[src/rtl/fractal_sync_rf_scheduler.sv]
// fractal_sync_rf_scheduler: rotating-priority arbiter sharing local RF check ports, with registered per-port responses
package fractal_sync_pkg;
  localparam int unsigned SD_WIDTH = 2;
endpackage

module fractal_sync_rf_scheduler #(
  parameter int unsigned N_REQ = 4,
  parameter int unsigned N_PORTS = 2,
  parameter int unsigned ID_WIDTH = 4,
  localparam int unsigned SD_WIDTH = fractal_sync_pkg::SD_WIDTH
) (
  input  logic                clk_i,
  input  logic                rst_ni,
  input  logic [N_REQ-1:0]    req_valid_i,
  output logic [N_REQ-1:0]    req_ready_o,
  input  logic [ID_WIDTH-1:0] req_id_i [N_REQ],
  input  logic [SD_WIDTH-1:0] req_sd_i [N_REQ],
  output logic [ID_WIDTH-1:0] rf_id_o [N_PORTS],
  output logic [N_PORTS-1:0]  rf_check_o,
  output logic [SD_WIDTH-1:0] rf_sd_o [N_PORTS],
  input  logic [N_PORTS-1:0]  rf_present_i,
  input  logic [N_PORTS-1:0]  rf_id_err_i,
  input  logic [N_PORTS-1:0]  rf_bypass_i,
  input  logic [N_PORTS-1:0]  rf_ignore_i,
  input  logic [SD_WIDTH-1:0] rf_sd_i [N_PORTS],
  output logic [N_PORTS-1:0]  rsp_valid_o,
  input  logic [N_PORTS-1:0]  rsp_ready_i,
  output logic [1:0]          rsp_kind_o [N_PORTS],
  output logic [ID_WIDTH-1:0] rsp_id_o [N_PORTS],
  output logic [SD_WIDTH-1:0] rsp_sd_o [N_PORTS],
  output logic [SD_WIDTH-1:0] rsp_peer_sd_o [N_PORTS]
);
  localparam int unsigned PW = $clog2(N_REQ);
  localparam logic [1:0] STORED = 2'd0, MATCH = 2'd1, ERROR = 2'd2;

  logic [PW-1:0]       ptr_q, ptr_d;
  logic                stall;
  logic [1:0]          kind_d [N_PORTS];
  logic [SD_WIDTH-1:0] peer_d [N_PORTS];
  logic [N_PORTS-1:0]  rsp_valid_q;
  logic [1:0]          rsp_kind_q [N_PORTS];
  logic [ID_WIDTH-1:0] rsp_id_q [N_PORTS];
  logic [SD_WIDTH-1:0] rsp_sd_q [N_PORTS];
  logic [SD_WIDTH-1:0] rsp_peer_q [N_PORTS];

  assign stall = |(rsp_valid_q & ~rsp_ready_i);

  // k-th valid requester found from ptr_q onwards lands on port k
  always_comb begin : arb
    int unsigned cnt;
    cnt = 0;
    req_ready_o = '0;
    rf_check_o = '0;
    ptr_d = ptr_q;
    for (int p = 0; p < N_PORTS; p++) begin
      rf_id_o[p] = '0;
      rf_sd_o[p] = '0;
    end
    for (int i = 0; i < N_REQ; i++)
      for (int r = 0; r < N_REQ; r++)
        if (rst_ni && !stall && req_valid_i[r] && cnt < N_PORTS &&
            r == (int'(ptr_q) + i) % N_REQ) begin
          for (int p = 0; p < N_PORTS; p++)
            if (p == cnt) begin
              rf_check_o[p] = 1'b1;
              rf_id_o[p] = req_id_i[r];
              rf_sd_o[p] = req_sd_i[r];
            end
          req_ready_o[r] = 1'b1;
          ptr_d = PW'((r + 1) % N_REQ);
          cnt++;
        end
  end

  // a bypass/ignore pair sharing a local id matches each other within the same cycle
  always_comb begin
    for (int p = 0; p < N_PORTS; p++) begin
      kind_d[p] = rf_id_err_i[p] ? ERROR :
                  (rf_bypass_i[p] | rf_ignore_i[p] | rf_present_i[p]) ? MATCH : STORED;
      peer_d[p] = (!rf_id_err_i[p] && !rf_bypass_i[p] && !rf_ignore_i[p] && rf_present_i[p]) ?
                  rf_sd_i[p] : '0;
      if (!rf_id_err_i[p] && rf_bypass_i[p]) begin
        for (int q = int'(N_PORTS) - 1; q > p; q--)
          if (rf_check_o[q] && rf_ignore_i[q] &&
              rf_id_o[q][ID_WIDTH-1:1] == rf_id_o[p][ID_WIDTH-1:1])
            peer_d[p] = rf_sd_o[q];
      end else if (!rf_id_err_i[p] && rf_ignore_i[p]) begin
        for (int q = 0; q < p; q++)
          if (rf_check_o[q] && rf_bypass_i[q] &&
              rf_id_o[q][ID_WIDTH-1:1] == rf_id_o[p][ID_WIDTH-1:1])
            peer_d[p] = rf_sd_o[q];
      end
    end
  end

  always_ff @(posedge clk_i or negedge rst_ni) begin
    if (!rst_ni) begin
      ptr_q <= '0;
      rsp_valid_q <= '0;
      for (int p = 0; p < N_PORTS; p++) begin
        rsp_kind_q[p] <= '0;
        rsp_id_q[p] <= '0;
        rsp_sd_q[p] <= '0;
        rsp_peer_q[p] <= '0;
      end
    end else begin
      ptr_q <= ptr_d;
      for (int p = 0; p < N_PORTS; p++)
        if (rf_check_o[p]) begin
          rsp_valid_q[p] <= 1'b1;
          rsp_kind_q[p] <= kind_d[p];
          rsp_id_q[p] <= rf_id_o[p];
          rsp_sd_q[p] <= rf_sd_o[p];
          rsp_peer_q[p] <= peer_d[p];
        end else if (rsp_valid_q[p] && rsp_ready_i[p]) begin
          rsp_valid_q[p] <= 1'b0;
          rsp_kind_q[p] <= '0;
          rsp_id_q[p] <= '0;
          rsp_sd_q[p] <= '0;
          rsp_peer_q[p] <= '0;
        end
    end
  end

  assign rsp_valid_o = rsp_valid_q;
  assign rsp_kind_o = rsp_kind_q;
  assign rsp_id_o = rsp_id_q;
  assign rsp_sd_o = rsp_sd_q;
  assign rsp_peer_sd_o = rsp_peer_q;
endmodule

[config.mk]
export PLATFORM = sky130hd
export DESIGN_NAME = fractal_sync_rf_scheduler
export DESIGN_NICKNAME = d
export VERILOG_FILES = /design/src/rtl/fractal_sync_rf_scheduler.sv
export SDC_FILE = /design/constraint.sdc
export NUM_CORES = 1
export LEC_CHECK = 0
export BUFFER_PORTS_ARGS = -buffer_cell sky130_fd_sc_hd__buf_2
export CAP_MARGIN = 20
export CORE_MARGIN = 2
export CORE_UTILIZATION = 63
export CTS_BUF_LIST = sky130_fd_sc_hd__clkbuf_16
export DETAILED_ROUTE_END_ITERATION = 16
export MAX_ROUTING_LAYER = met4
export PLACE_DENSITY = 0.87
export SLEW_MARGIN = 20
export SYNTH_ARGS = -nofsm -noshare
export SYNTH_HDL_FRONTEND = slang
export SYNTH_SLANG_ARGS = --single-unit
[constraint.sdc]
create_clock -name clk_i -period 26 [get_ports clk_i]
set_input_delay 3.9 -clock clk_i [delete_from_list [all_inputs] [get_ports clk_i]]
set_output_delay 3.9 -clock clk_i [all_outputs]
set_load 0.03 [all_outputs]
==> impl_metrics.tcl, run 1 <==
set metrics [dict create \
    tightest_slew_ns 1.13 \
    antenna_cells 0 \
    hold_buffers 0 \
    power.share.sequential 0.116 \
    drt_pass1_iterations 6 \
    most-common-layout-cells "nand2_1, buf_2, nor2_1" \
    grt_use_met3 0.0810 \
    clk_latency_ns 0.26 \
    outcome "completed" \
    core_um2 7250 \
    drv_slew 0 \
    cts_tree "done" \
    pwr-share-comb 0.826 \
    synth_area_per_cell_um2 6.97 \
    crit-reg2reg-launch "ptr_q[1]" \
    rsz0062_at_grt "false" \
    syn_inst 676 \
    grt_pass1_wl_um 29200 \
    track_usage 0.443 \
    period_share 0.811 \
    slowest_stage "nor4_1" \
    post-cts-setup-buffers 0 \
    setup-violations-final 0 \
    netlist_area_um2 4710 \
    ctsResizeCount 0 \
    p_int_uw 236 \
    routed_wl_um 17800 \
    worstHoldStart "rsp_id_o[7]" \
    end_kind "output port" \
    row_count 31 \
    drv_cap 0 \
    via_per_inst 7.32 \
    clkSinkCount 24 \
    crit_type "in -> out" \
    power_leakage_nw 2.41 \
    cts_buffer_depth 2 \
    async_flop_share 1.00 \
    hpwl_um 14100 \
    syn_to_final_growth_pct 10.3 \
    fin_crit_ns 21.08 \
    drive_gt1_frac 0.170 \
    floorplan.initialDensity 0.650 \
    numCtsBuffers 3 \
    hold_path_class "reg -> reg" \
    max_slew_margin 0.239 \
    grt_max_degree 35 \
    ioPinCount 84 \
    cp.arrival_ns 17.18 \
    grtUsageMet1 0.575 \
    max_freq_mhz 47.4 \
    whs_path_depth 1 \
    port_buffers 83 \
    synth.net_count 753 \
    antenna_found_initial 0 \
    die_x_um 90.5 \
    ys.flop_type "dfrtp_1" \
    grt_pass1_vias 5657 \
    ys_seq_area_frac 0.127 \
    ir_worst_vdd_mv 0.0886 \
    final_common_cell "nand2_1" \
    swShare 0.591 \
    yosysUniqueCellTypes 81 \
    drc 0 \
    reg2reg_to "rsp_peer_sd_o[3]" \
    yosysWarnings 0 \
    grt_busiest_layer "met2" \
    rr_worst_depth 53 \
    grt_overflow 0 \
    die_h_um 90.5 \
    fin_nets 808 \
    hold_viol 0 \
    fin_skew_ns 0.00193 \
    grt_use_met2 0.677 \
    die-area_um2 8190 \
    pwr-share-clk 0.058 \
    place_ws_ns 5.36 \
    p_per_area_nw_per_um2 111 \
    ant_nets 0 \
    holdPathEnd "rsp_id_o[7]" \
    whs_ns 0.471 \
    switchingPower_uw 340 \
    required_ns 22.10 \
    cp_max_fo 34 \
    critPathLaunchType "input port" \
    max_stage_delay_ns 0.97 \
    tns_ns 0 \
    wl_per_cell_um 21.5 \
    gp_congestion 1.17 \
    htree_levels 1 \
    synth_enable_flop_cells 0 \
    r2r_setup_slack_ns 11.73 \
    dp.cells 825 \
    cts-root-buf "clkbuf_16" \
    critical_path.most_common_cell "ha_1" \
    route.vias.total 6071 \
    drt_iter0_markers 975 \
    cts.clk_slew.worst_paths_ns 0.06 \
    layout_setup_ws_ns 4.92 \
    fin_cells 829 \
    synth-seq-cells 24 \
]
-- area by class of cell --
class | count | area (um^2)
timing repair buffer | 89 | 460
clock buffer | 3 | 75.1
inverter | 32 | 120
fill | 629 | 2060
clock inverter | 1 | 3.75
sequential | 24 | 601
multi-input combinational | 581 | 3810
tap | 99 | 124
-- critical path: cells and delay by family --
family,cells,cell delay [ns]
AO/OA/AOI/OAI,7,1.96
AND/OR/NAND/NOR,26,5.89
XOR/XNOR,3,0.71
adder cells (fa/ha/maj),11,3.52
buffers and inverters,6,1.03
multiplexers,1,0.14
-- cells by family (layout without fill, tap and decap cells) --
group / after synthesis / after routing / share of synthesized area
flip-flops: 24 / 24 / 0.127
XOR/XNOR: 12 / 12 / 0.0303
adder cells (fa/ha/maj): 33 / 33 / 0.0876
AND/OR/NAND/NOR: 320 / 320 / 0.348
AO/OA/AOI/OAI: 210 / 210 / 0.329
multiplexers: 6 / 6 / 0.0138
buffers and inverters: 71 / 125 / 0.0634
-- flip-flops by register name, indices dropped and copies added, names as in the netlist --
signal	flops
rsp_id_o	8
rsp_peer_sd_o	4
rsp_valid_o	2
ptr_q	2
rsp_sd_o	4
rsp_kind_o	4
-- cell usage after synthesis, drive strengths merged (2+ instances only) --
library cell  count  area share
nand2            92       0.074
a31oi            17       0.023
a22o             10       0.019
buf              16       0.020
a21oi            28       0.031
a211oi            9       0.017
o32ai             2      0.0037
o22a              4      0.0074
nand3            42       0.046
a311o             2      0.0042
ha               33       0.088
dfrtp            24        0.13
clkbuf           23       0.018
and2             20       0.027
a221oi           11       0.020
or4               4      0.0072
mux2i             5       0.011
o211ai           16       0.031
a21o             12       0.019
nor3             21       0.023
a22oi             5      0.0080
nand2b           13       0.017
and3             11       0.015
and4              2      0.0037
a32o              3      0.0064
xor2              2      0.0037
a221o             5       0.011
a2111oi           3      0.0082
a32oi             8       0.015
or3               8       0.012
nor2b             6      0.0080
o21bai            2      0.0032
nand4            13       0.017
a2bb2oi           2      0.0037
a222oi            2      0.0042
o31ai             4      0.0064
a211o             3      0.0056
nor4             17       0.035
nor2             65       0.054
o21ai            27       0.029
o22ai            22       0.029
o31a              2      0.0037
inv              32       0.025
nand3b            3      0.0048
xnor2            10       0.027
-- worst max path at each step --
stage / from / endpoint / slack, ns / cells after the start
finish: rst_ni / rf_id_o[1] / 4.92 / 54
global route: rst_ni / rf_id_o[1] / 3.86 / 54
CTS: rst_ni / rf_id_o[1] / 5.31 / 55
detailed placement: rst_ni / rf_id_o[1] / 5.36 / 55
global placement: rst_ni / rf_id_o[1] / 5.97 / 55
floorplan: rsp_ready_i[1] / rf_id_o[1] / 7.40 / 56
-- metrics by stage --
step           total power [mW]  utilization  area (um^2)
6_report                  0.576        0.717         5200
5_1_grt                   0.619        0.717         5200
4_1_cts                   0.564        0.717         5200
3_5_place_dp              0.529        0.706         5120
3_3_place_gp              0.519        0.706         5120
2_1_floorplan             0.409            -         4710
-- power by group through the flow --
| stage | logic, mW | registers (mW) | clock network [mW] |
|---|---|---|---|
| after global routing | 0.514 | 0.0692 | 0.0357 |
| after CTS | 0.464 | 0.0664 | 0.0333 |
| after floorplan | 0.324 | 0.0849 | 0 |
| after global placement | 0.453 | 0.0662 | 0 |
| after detailed placement | 0.462 | 0.0670 | 0 |
| final | 0.476 | 0.0668 | 0.0334 |
-- metal layers --
metal / wire [um] / share of wire / vias up
met5: 0 / 0 / -
met4: 958 / 0.054 / 0
met3: 2360 / 0.13 / 140
met2: 7770 / 0.44 / 569
met1: 6750 / 0.38 / 2692
li1: - / - / 2670
Power figures use the tool's default switching activity.
==> run 2: changes to the inputs <==
--- a/config.mk
+++ b/config.mk
@@ -8,11 +8,11 @@
 export BUFFER_PORTS_ARGS = -buffer_cell sky130_fd_sc_hd__buf_2
 export CAP_MARGIN = 20
 export CORE_MARGIN = 2
-export CORE_UTILIZATION = 63
+export CORE_UTILIZATION = 53
 export CTS_BUF_LIST = sky130_fd_sc_hd__clkbuf_16
 export DETAILED_ROUTE_END_ITERATION = 16
 export MAX_ROUTING_LAYER = met4
-export PLACE_DENSITY = 0.87
+export PLACE_DENSITY = 0.77
 export SLEW_MARGIN = 20
 export SYNTH_ARGS = -nofsm -noshare
 export SYNTH_HDL_FRONTEND = slang
==> constraint.sdc (replaced) <==
create_clock -name clk_i -period 17.56 [get_ports clk_i]
set_input_delay 2.634 -clock clk_i [delete_from_list [all_inputs] [get_ports clk_i]]
set_output_delay 2.634 -clock clk_i [all_outputs]
set_load 0.03 [all_outputs]
==> run 2 against run 1 <==
  * Register-to-register slack lost 6.9 ns
  * Die area grew 18%
  * Largest cell class unchanged
  * Critical path depth grew 1
  * Count of clock-buffer cells in the layout is the same
  * Clock power grew 94%
  * Clock skew grew 0.00064 ns
  * Total power grew 54%
  * Setup slack lost 4.1 ns
  * Critical endpoint is now rf_id_o[2]
==> impl_metrics.tcl, run 2 (synthesis gave the netlist of run 1 again) <==
set metrics [dict create \
    drive_gt1_frac 0.191 \
    drv_cap 0 \
    slowest_stage "ha_2" \
    finish.utilization 0.617 \
    drv_slew 0 \
    drt_pass1_iterations 5 \
    gp_congestion 1.15 \
    final_common_cell "nand2_1" \
    cts-root-buf "clkbuf_16" \
    ir_worst_vdd_mv 0.111 \
    max_slew_margin 0.248 \
    wl_per_cell_um 22.6 \
    grt_pass1_vias 5549 \
    grt_pass1_wl_um 29700 \
    fin_crit_ns 16.72 \
    crit-reg2reg-launch "ptr_q[1]" \
    tns_ns 0 \
    cts_buffer_depth 2 \
    final_design_area_no_fill_um2 5360 \
    htree_levels 1 \
    drc 0 \
    place_ws_ns 0.624 \
    p_per_area_nw_per_um2 165 \
    ioPinCount 84 \
    clk_latency_ns 0.26 \
    numCtsBuffers 3 \
    holdPathEnd "rsp_sd_o[2]" \
    tightest_slew_ns 1.12 \
    routed_wl_um 19100 \
    hpwl_um 15300 \
    total_power_uw 885 \
    cp.arrival_ns 14.08 \
    setup-violations-final 0 \
    layout_setup_ws_ns 0.842 \
    syn_to_final_growth_pct 13.6 \
    clkSinkCount 24 \
    cts_tree "done" \
    hold_path_class "reg -> reg" \
    power_leakage_nw 2.48 \
    die_x_um 98.3 \
    core_um2 8680 \
    whs_ns 0.473 \
    grt_overflow 0 \
    grt_max_degree 27 \
    hold_buffers 0 \
    fin_cells 848 \
    outcome "completed" \
    hold_viol 0 \
    antenna_found_initial 0 \
    track_usage 0.391 \
    dp.cells 844 \
    fin_nets 818 \
    r2r_setup_slack_ns 4.86 \
    antenna_cells 0 \
    row_count 34 \
    die_h_um 98.3 \
    max_stage_delay_ns 0.45 \
    critPathLaunchType "input port" \
    fin_skew_ns 0.00257 \
    route.vias.total 6056 \
    post-cts-setup-buffers 0 \
    period_share 0.952 \
    max_freq_mhz 59.8 \
    cp_max_fo 11 \
    critical_path.most_common_cell "ha_1" \
    end_kind "output port" \
    post_dp_cell_area_um2 5210 \
    cts.clk_slew.worst_paths_ns 0.06 \
    largest_reg_flops 8 \
    via_per_inst 7.14 \
    ant_nets 0 \
    floorplan.initialDensity 0.543 \
    whs_path_depth 1 \
    required_ns 14.93 \
    rr_worst_depth 55 \
    drt_iter0_markers 806 \
    ctsResizeCount 0 \
    most-common-layout-cells "nand2_1, buf_2, nor2_1" \
    reg2reg_to "rsp_peer_sd_o[3]" \
    crit_type "in -> out" \
    worstHoldStart "rsp_sd_o[2]" \
    rsz0062_at_grt "false" \
    die-area_um2 9660 \
    port_buffers 83 \
]
run 2: metal layers:
metal,GRT usage,wire length (um),vias up
met4,0.172,1090,0
met5,-,0,-
met1,0.503,7470,2826
li1,-,-,2688
met3,0.0501,1930,88
met2,0.615,8630,454
run 2: worst max path at each step:
stage              startpoint          to  slack (ns)  cells past startpoint
3_3_place_gp           rst_ni  rf_id_o[1]        1.12                     56
3_5_place_dp           rst_ni  rf_id_o[1]        0.62                     55
6_report               rst_ni  rf_id_o[2]        0.84                     55
2_1_floorplan  rsp_ready_i[1]  rf_id_o[1]        1.49                     56
4_1_cts                rst_ni  rf_id_o[1]        0.57                     55
5_1_grt                rst_ni  rf_id_o[1]        0.06                     55
run 2: area by class of cell:
| type | count | area [um^2] |
|---|---|---|
| clock buffer | 3 | 75.1 |
| clock inverter | 1 | 30.0 |
| fill | 826 | 3320 |
| inverter | 32 | 123 |
| multi-input combinational | 581 | 3860 |
| sequential | 24 | 601 |
| tap | 108 | 135 |
| timing repair buffer | 99 | 536 |
run 2: worst max-delay path, delay by kind of cell:
| kind | cells | cell delay, ns |
|---|---|---|
| AO/OA/AOI/OAI | 10 | 2.48 |
| XOR/XNOR | 3 | 0.75 |
| adder cells (fa/ha/maj) | 11 | 3.19 |
| buffers and inverters | 7 | 0.97 |
| AND/OR/NAND/NOR | 24 | 4.03 |
run 2: report_power, final:
part | total, mW | internal (mW) | switching (mW)
Sequential | 0.0985 | 0.0777 | 0.0208
Clock | 0.0648 | 0.0453 | 0.0195
Combinational | 0.722 | 0.248 | 0.474
Total | 0.885 | 0.371 | 0.514
==> run 3: changes to the inputs <==
--- a/config.mk
+++ b/config.mk
@@ -7,6 +7,7 @@
 export LEC_CHECK = 0
 export BUFFER_PORTS_ARGS = -buffer_cell sky130_fd_sc_hd__buf_2
 export CAP_MARGIN = 20
+export CORE_ASPECT_RATIO = 1.2
 export CORE_MARGIN = 2
 export CORE_UTILIZATION = 53
 export CTS_BUF_LIST = sky130_fd_sc_hd__clkbuf_16
==> run 3 against run 2 <==
  * Sequential cell count stayed put
  * Total power is 0.42% higher
  * Largest cell class unchanged
  * Count of clock-buffer cells in the layout stayed put
  * Clock power is 2% higher
  * Non-clock buffer count is 2 lower
  * Register-to-register slack worse by 0.20 ns
==> impl_metrics.tcl, run 3 (synthesis gave the netlist of run 1 again) <==
set metrics [dict create \
    outcome "completed" \
    final_common_cell "nand2_1" \
    drv_cap 0 \
    port_buffers 83 \
    ir_worst_vdd_mv 0.0966 \
    fin_nets 816 \
    fin_skew_ns 0.00232 \
    via_per_inst 7.21 \
    tns_ns 0 \
    period_share 0.958 \
    max_slew_margin 0.306 \
    hpwl_um 15200 \
    numCtsBuffers 3 \
    cp.arrival_ns 14.19 \
    ioPinCount 84 \
    grt_pass1_wl_um 30200 \
    grt_pass1_vias 5785 \
    crit_type "in -> out" \
    die-area_um2 9670 \
    post_dp_cell_area_um2 5190 \
    end_kind "output port" \
    rsz0062_at_grt "false" \
    drive_gt1_frac 0.184 \
    antenna_cells 0 \
    hold_buffers 0 \
    floorplan.initialDensity 0.547 \
    cts-root-buf "clkbuf_16" \
    grt_use_met3 0.0581 \
    wl_per_cell_um 22.8 \
    clk_latency_ns 0.26 \
    core_um2 8610 \
    die_x_um 90.1 \
    drt_iter0_markers 879 \
    gp_congestion 1.07 \
    antenna_found_initial 0 \
    cts_buffer_depth 2 \
    route.vias.total 6166 \
    p_per_area_nw_per_um2 166 \
    die_h_um 107 \
    grt_busiest_layer "met2" \
    drv_slew 0 \
    htree_levels 1 \
    routed_wl_um 19500 \
    grtUsageMet1 0.473 \
    required_ns 14.93 \
    track_usage 0.401 \
    whs_ns 0.471 \
    critical_path.most_common_cell "ha_1" \
    drc 0 \
    grt_use_met2 0.663 \
    fin_crit_ns 16.82 \
    fin_cells 855 \
    cp_max_fo 13 \
    largest_reg_flops 8 \
    dp.cells 849 \
    clkSinkCount 24 \
    syn_to_final_growth_pct 13.4 \
    slowest_stage "ha_1" \
    drt_pass1_iterations 7 \
    tightest_slew_ns 1.04 \
    most-common-layout-cells "nand2_1, buf_2, nor2_1" \
    row_count 37 \
    grt_max_degree 23 \
    final_design_area_no_fill_um2 5340 \
    setup-violations-final 0 \
    max_stage_delay_ns 0.43 \
    power_leakage_nw 2.48 \
    ant_nets 0 \
    grt_overflow 0 \
    hold_viol 0 \
    cts.clk_slew.worst_paths_ns 0.06 \
    max_freq_mhz 59.5 \
    cts_tree "done" \
    hold_path_class "reg -> reg" \
    critPathLaunchType "input port" \
]
-- run 3: area by class of cell --
cell class                 count  area [um^2]
multi-input combinational    581         3850
fill                         827         3270
sequential                    24          601
timing repair buffer          97          520
tap                          117          146
inverter                      32          120
clock buffer                   3         75.1
clock inverter                 1         30.0
-- run 3: final timing paths --
check	from	to	slack [ns]	cells after the start
max	rst_ni	rf_id_o[2]	0.74	56
min	rsp_id_o[5]	rsp_id_o[5]	0.47	1
max reg2reg	ptr_q[1]	rsp_peer_sd_o[3]	4.66	57
min reg2reg	rsp_id_o[5]	rsp_id_o[5]	0.47	1
max in group asynchronous	rst_ni	rsp_peer_sd_o[2]	14.71	2
min in group asynchronous	rst_ni	ptr_q[0]	2.25	1
-- run 3: through the flow --
stage / power (mW) / utilization / setup WS [ns]
after global routing: 0.946 / 0.621 / 0.0165
after detailed placement: 0.796 / 0.602 / 0.678
after floorplan: 0.606 / - / 1.49
after global placement: 0.788 / 0.602 / 1.14
final: 0.889 / 0.621 / 0.740
after CTS: 0.866 / 0.615 / 0.634
-- run 3: power by group --
part | leakage, nW | switching, mW | internal, mW | total [mW]
Sequential | 0.309 | 0.0223 | 0.0776 | 0.0999
Combinational | 2.12 | 0.475 | 0.248 | 0.723
Clock | 0.0511 | 0.0209 | 0.0454 | 0.0662
-- run 3: repair_timing --
item,in CTS,in global routing
resized for setup,0,5
setup endpoints to repair,0,4
setup buffers,0,2
-- run 3: worst max-delay path, delay by kind of cell --
family / cells / cell delay (ns)
and+or+nand+nor: 26 / 4.11
AOI/OAI and AO/OA: 9 / 2.24
muxes: 1 / 0.14
buffers and inverters: 6 / 0.85
adders and majority gates: 12 / 3.59
xor gates and xnor gates: 2 / 0.61
-- run 3: per-layer routing --
layer	share of wire	wire length [um]	up-vias
met1	0.36	7050	2846
met4	0.071	1380	0
met5	0	0	-
met2	0.46	8920	498
li1	-	-	2683
met3	0.11	2140	139
